[src/rtl/fft_bitrev_reorder_pkg.sv]
// Shared FFT definitions: default sizes, read-side FSM states, bit-reversal helper.
package fft_bitrev_reorder_pkg;

  localparam int unsigned DATA_W    = 32;
  localparam int unsigned LOG2N     = 6;
  localparam int unsigned N         = 2**LOG2N;
  localparam int unsigned MAX_LOG2N = 12;

  typedef enum logic {
    RD_IDLE,
    RD_RUN
  } rd_state_e;

  // Reverses the low nbits of idx; bits above nbits come back as zero.
  function automatic logic [MAX_LOG2N-1:0] bitrev(input logic [MAX_LOG2N-1:0] idx,
                                                  input int unsigned          nbits);
    logic [MAX_LOG2N-1:0] r;
    logic [3:0]           j;
    r = '0;
    for (int unsigned i = 0; i < MAX_LOG2N; i++) begin
      if (i < nbits) begin
        j    = 4'(nbits - 1 - i);
        r[j] = idx[4'(i)];
      end
    end
    return r;
  endfunction

endpackage

[src/rtl/fft_bitrev_reorder_ram.sv]
// Simple dual-port RAM for the ping-pong banks: one write port, one registered read port.
//   clk               clock
//   wr_en/addr/data   write port
//   rd_en/addr        read request, rd_data valid the cycle after
module fft_bitrev_reorder_ram #(
  parameter int unsigned DATA_W = 32,
  parameter int unsigned ADDR_W = 7
) (
  input  logic              clk,
  input  logic              wr_en,
  input  logic [ADDR_W-1:0] wr_addr,
  input  logic [DATA_W-1:0] wr_data,
  input  logic              rd_en,
  input  logic [ADDR_W-1:0] rd_addr,
  output logic [DATA_W-1:0] rd_data
);

  logic [DATA_W-1:0] mem [2**ADDR_W];

  always_ff @(posedge clk) begin
    if (wr_en) mem[wr_addr] <= wr_data;
    if (rd_en) rd_data <= mem[rd_addr];
  end

endmodule

[src/rtl/fft_bitrev_reorder.sv]
// Reorders one FFT frame from bit-reversed to natural order through two ping-pong banks.
//   clk, rst                    clock, async active-high reset
//   flush                       synchronous abort of all buffered data
//   in_valid/ready/data/last    bit-reversed sample stream (in_last only checked)
//   out_valid/ready/data/last   natural-order stream, out_last with bin N-1
//   err_len                     pulse: in_last disagreed with the internal count
//   frames_done                 frames fully emitted (wrapping)
module fft_bitrev_reorder #(
  parameter int unsigned DATA_W = fft_bitrev_reorder_pkg::DATA_W,
  parameter int unsigned LOG2N  = fft_bitrev_reorder_pkg::LOG2N,
  parameter int unsigned CNT_W  = 16
) (
  input  logic              clk,
  input  logic              rst,
  input  logic              flush,
  input  logic              in_valid,
  output logic              in_ready,
  input  logic [DATA_W-1:0] in_data,
  input  logic              in_last,
  output logic              out_valid,
  input  logic              out_ready,
  output logic [DATA_W-1:0] out_data,
  output logic              out_last,
  output logic              err_len,
  output logic [CNT_W-1:0]  frames_done
);

  import fft_bitrev_reorder_pkg::*;

  rd_state_e            state, state_n;
  logic                 wr_bank, rd_bank;
  logic [LOG2N-1:0]     wr_cnt, rd_cnt;
  logic [1:0]           full, full_n;
  logic                 in_fire, out_fire, wr_end;
  logic                 rd_go, rd_issue, rd_end;
  logic [MAX_LOG2N-1:0] wr_cnt_ext;
  logic [LOG2N-1:0]     wr_idx;
  logic [DATA_W-1:0]    rd_data;

  always_comb begin
    wr_cnt_ext              = '0;
    wr_cnt_ext[LOG2N-1:0]   = wr_cnt;
    wr_idx                  = LOG2N'(bitrev(wr_cnt_ext, LOG2N));
  end

  assign in_ready = !full[wr_bank];
  assign in_fire  = in_valid && in_ready;
  assign wr_end   = in_fire && (wr_cnt == '1);
  assign out_fire = out_valid && out_ready;

  // A newly filled bank is read in the same cycle the FSM leaves RD_IDLE,
  // so frames stream back-to-back without a bubble.
  assign rd_go    = (state == RD_RUN) || full[rd_bank];
  assign rd_issue = rd_go && (!out_valid || out_ready);
  assign rd_end   = rd_issue && (rd_cnt == '1);

  // The RAM read register doubles as the output data register; masking gives
  // the zero reset/flush value without resetting the RAM.
  assign out_data = out_valid ? rd_data : '0;

  fft_bitrev_reorder_ram #(
    .DATA_W (DATA_W),
    .ADDR_W (LOG2N + 1)
  ) u_ram (
    .clk     (clk),
    .wr_en   (in_fire),
    .wr_addr ({wr_bank, wr_idx}),
    .wr_data (in_data),
    .rd_en   (rd_issue),
    .rd_addr ({rd_bank, rd_cnt}),
    .rd_data (rd_data)
  );

  always_comb begin
    state_n = state;
    full_n  = full;
    case (state)
      RD_IDLE: if (full[rd_bank] && !rd_end) state_n = RD_RUN;
      RD_RUN:  if (rd_end) state_n = RD_IDLE;
      default: state_n = RD_IDLE;
    endcase
    if (wr_end) full_n[wr_bank] = 1'b1;
    if (rd_end) full_n[rd_bank] = 1'b0;
  end

  always_ff @(posedge clk or posedge rst) begin
    if (rst)        state <= RD_IDLE;
    else if (flush) state <= RD_IDLE;
    else            state <= state_n;
  end

  always_ff @(posedge clk or posedge rst) begin
    if (rst) begin
      wr_bank     <= 1'b0;
      rd_bank     <= 1'b0;
      wr_cnt      <= '0;
      rd_cnt      <= '0;
      full        <= '0;
      out_valid   <= 1'b0;
      out_last    <= 1'b0;
      err_len     <= 1'b0;
      frames_done <= '0;
    end else if (flush) begin
      wr_bank     <= 1'b0;
      rd_bank     <= 1'b0;
      wr_cnt      <= '0;
      rd_cnt      <= '0;
      full        <= '0;
      out_valid   <= 1'b0;
      out_last    <= 1'b0;
      err_len     <= 1'b0;
    end else begin
      full    <= full_n;
      err_len <= in_fire && (in_last != (wr_cnt == '1));
      if (in_fire) begin
        wr_cnt <= wr_cnt + LOG2N'(1);
        if (wr_end) wr_bank <= !wr_bank;
      end
      if (rd_issue) begin
        rd_cnt    <= rd_cnt + LOG2N'(1);
        out_valid <= 1'b1;
        out_last  <= (rd_cnt == '1);
        if (rd_end) rd_bank <= !rd_bank;
      end else if (out_fire) begin
        out_valid <= 1'b0;
        out_last  <= 1'b0;
      end
      if (out_fire && out_last) frames_done <= frames_done + CNT_W'(1);
    end
  end

endmodule

[config.mk]
export PLATFORM = sky130hd
export DESIGN_NAME = fft_bitrev_reorder
export DESIGN_NICKNAME = d
export VERILOG_FILES = /design/src/rtl/fft_bitrev_reorder_pkg.sv /design/src/rtl/fft_bitrev_reorder_ram.sv /design/src/rtl/fft_bitrev_reorder.sv
export SDC_FILE = /design/constraint.sdc
export NUM_CORES = 2
export LEC_CHECK = 0
export BUFFER_PORTS_ARGS = -buffer_cell sky130_fd_sc_hd__buf_2
export CORE_ASPECT_RATIO = 1.75
export CORE_MARGIN = 2
export CORE_UTILIZATION = 55
export CTS_CLUSTER_SIZE = 16
export DETAILED_ROUTE_END_ITERATION = 8
export MAX_ROUTING_LAYER = met4
export PLACE_DENSITY = 0.75
export SETUP_SLACK_MARGIN = 0.4
export SKIP_LAST_GASP = 1
export SYNTH_ARGS = -nofsm -noshare
export SYNTH_HDL_FRONTEND = slang
export SYNTH_HIERARCHICAL = 1
export SYNTH_SLANG_ARGS = --single-unit
[constraint.sdc]
create_clock -name clk -period 8.05 [get_ports clk]
set_clock_uncertainty 0.1 [all_clocks]
set_input_delay 1.2075 -clock clk [delete_from_list [all_inputs] [get_ports clk]]
set_output_delay 1.2075 -clock clk [all_outputs]
set_load 0.005 [all_outputs]
==> metrics.txt <==
status=complete, no violations; adder-cell share of the synthesized area=less than 1%; switching part of the total=20.0%; Internal=33800 uW; Post-Syn Instances=about 6200; hold buffer count at CTS=0; register area share after synthesis=between 70% and 80%; DRT antenna net count=0; GRT Total Usage=30.8%; die width=just over 400 um; synth warn=6; VDD IR max=roughly 0.2 mV; global-route wire length before repair=between 600000 and 700000 um; DR WL/cell=41.1 um; FF-to-FF Start=rd_cnt[2]$_DFFE_PP0P_; initial drt markers=13700; Post-Route WL=442000 um; die area=around 0.29 mm^2; LEAKAGE=between 0.05 and 0.06 uW; type of the worst min-delay path=in2async; combinational fraction of design power=roughly 1.5%; 1st-pass router iterations=8; post-DP HPWL=236000 um; Worst Path Class, Setup=reg2reg; worst setup slack after placement=3.34 ns; final period utilization=60.2%; maximum buffer depth of the clock tree=4; nets@finish=roughly 6600; initial core utilization=a little under three fifths; Req. time, crit path=~8.6 ns; compound-gate portion of the synthesized area=less than 1%; Worst Setup Start Kind=flip-flop; area occupied by registers=approximately 0.12 mm^2; H-tree lvl count=5; ys async rst share=0.865%; critical-path maximum fanout=roughly 110; Tmin final=4.84 ns; met2 wire length=between 200000 and 250000 um; Synth Cell Area=around 0.16 mm^2; Worst R2R Path Depth=6; CP peak stage delay=roughly 0.95 ns; WL met3=just under 50000 um; clock sink count=4164; CTS buffer count=358; Die Ht=714 um; drt via density=about 7; Filler cells=about 18000; Slew Limit Headroom=approximately 4.7%; final hold viol count=0; Reg clk slew, reported paths=0.07 ns; RSZ-0062 raised after global routing=false; reg-to-reg endpoint=u_ram/rd_data[18]$_DFFE_PP_; cell row count=between 200 and 300; layout cells sized above 1=roughly a third; largest net degree at the start of global routing=160; XOR/XNOR Fraction of Synth Area=less than 1%; #FFs+latches synth=~4200; R2R setup slack=between 3 and 4 ns; worst setup margin=about 3.2 ns; number of remaining DRC errors=0; CP Capture Type=flip-flop; setup TNS=0 ns; largest family of logic cells by synthesized area=multiplexers; Metal-1 WL=about 140000 um; max layer used=met4; clock root cell=clkbuf_16; num ports=90; Reg power frac=about 56%; Tightest Pin Transition=around 1.4 ns; total power=between 40000 and 50000 uW; Max Slew Vio Count=0; Cell Pwr Density=238 mW/mm^2; fmax=just over 200 MHz; multi-input gate area in the final layout=0.0333 mm^2; PortBufs=~90; post-cts resize count=0; critical path, cell by cell=buf_12 > buf_4 > mux4_2 > mux4_2 > mux4_2 > mux2_2; crit path max-delay cell type=dfrtp_4; CTS tree=yes; switching power=~8500 uW; mux cell area share after synthesis=roughly 19%; Avg Inst Size Synth=about 26 um^2; final setup fails=0; routed vias=approximately 74000; Area growth syn-to-layout=12.0%; Skew-Pair Late Insertion Delay=~0.95 ns; CORE AREA=~0.29 mm^2; Unique masters post-synth=43; routability congestion estimate=about 0.9; Synth Flop Type=edfxtp_1; Post-CTS Setup Inserts=0; Post-Synth Simple-Gate Area=less than 1%; Critical Path AT=about 5.4 ns; Synthesized Nets=6228; initial antenna violation count=76; most used cell, CP=mux4_2; number of global-route vias before repair=about 75000; grt total ovfl=0; max cap viols=0; Clock Power Share=between 40 and 50%; Post-synth EDFFs=slightly above 4000
routing by layer:
| metal | vias up | track usage [%] |
|---|---|---|
| met2 | 5934 | 49.2 |
| met1 | 39500 | 35.9 |
| met5 | - | - |
| li1 | 27800 | - |
| met3 | 1228 | 5.71 |
| met4 | 0 | 20.6 |
sequential cells by signal (all words and copies together), names as in the netlist:
| register | count |
|---|---|
| full | 2 |
| out_valid | 1 |
| u_ram/mem | 4096 |
| rd_bank | 1 |
| rd_cnt | 6 |
| u_ram/rd_data | 32 |
| err_len | 1 |
| wr_cnt | 6 |
| state | 1 |
| wr_bank | 1 |
| frames_done | 16 |
| out_last | 1 |
kinds of logic after synthesis:
kind of cell	Yosys count
AO/OA/AOI/OAI	15
XOR/XNOR	24
adder cells (fa/ha/maj)	3
buffers and inverters	330
flip-flops	4164
multiplexers	1380
AND/OR/NAND/NOR	271
worst max path at each step:
stage	from	end	cells past startpoint
5_1_grt	rd_cnt[2]$_DFFE_PP0P_	u_ram/rd_data[18]$_DFFE_PP_	6
4_1_cts	rd_cnt[2]$_DFFE_PP0P_	u_ram/rd_data[18]$_DFFE_PP_	6
3_3_place_gp	rd_cnt[2]$_DFFE_PP0P_	u_ram/rd_data[18]$_DFFE_PP_	6
2_1_floorplan	in_valid	u_ram/mem[98][0]$_DFFE_PP_	6
6_report	rd_cnt[2]$_DFFE_PP0P_	u_ram/rd_data[18]$_DFFE_PP_	6
3_5_place_dp	rd_cnt[2]$_DFFE_PP0P_	u_ram/rd_data[18]$_DFFE_PP_	6
cells in the mapped netlist (all sizes together), types with 8 or more instances:
| cell | instances | area [um^2] |
|---|---|---|
| and2 | 35 | 219 |
| buf | 137 | 644 |
| clkbuf | 187 | 702 |
| dfrtp | 36 | 901 |
| edfxtp | 4128 | 124000 |
| mux2 | 34 | 387 |
| mux4 | 1344 | 30300 |
| nand2 | 27 | 101 |
| nand3 | 21 | 105 |
| nand4 | 10 | 62.6 |
| nor2 | 137 | 522 |
| nor2b | 8 | 50.1 |
| nor3 | 13 | 70.1 |
| xnor2 | 10 | 87.6 |
| xor2 | 14 | 123 |
cell usage in the layout (no fill, tap or decap), drive strengths merged, types with 8 or more instances in the layout:
cell      netlist  routed
edfxtp       4128    4128
nand3          21      21
diode           0     163
clkinv          0     145
mux2           34      34
nor3           13      13
inv             6      18
nand2          27      27
nor2          137     137
and2           35      35
xor2           14      14
dfrtp          36      36
clkinvlp        0      15
clkbuf        187     423
nand4          10      10
buf           137     290
mux4         1344    1344
nor2b           8       8
xnor2          10      10
bufinv          0      47
critical path: cells and delay by family, from the launching register on:
| family | cells | cell delay [ns] |
|---|---|---|
| mux | 4 | 2.01 |
| buf+inv | 2 | 1.37 |
| flops | 1 | 0.95 |
power by group through the flow:
stage               Clock [uW]  Combinational, uW  Sequential, uW
finish                   17800                638           23900
detailed placement           0                617           24300
floorplan                    0                104           24300
CTS                      17800                621           23900
global route             18600                656           23800
global placement             0                585           24300
final cells by class:
cell class / count / share of cell area [%]
flip-flops and latches: 4164 / 70.3
clock inverters: 219 / 1.37
repair buffers: 290 / 1.35
well taps: 3799 / 2.68
multi-input cells: 1693 / 18.7
diodes: 163 / 0.230
inverters: 6 / 0.0127
clock buffers: 423 / 5.28
per-stage QoR:
| stage | std cells | cell area (um^2) | utilization [%] | hold slack [ns] |
|---|---|---|---|---|
| floorplan | 6187 | 159000 | - | 0.368 |
| global placement | 9947 | 165000 | 57.6 | 0.358 |
| detailed placement | 9950 | 165000 | 57.7 | 0.364 |
| CTS | 10600 | 177000 | 61.8 | 0.270 |
| global route | 10800 | 178000 | 61.9 | 0.336 |
| finish | 10800 | 178000 | 61.9 | 0.295 |
(Power assumes the default switching activity.)
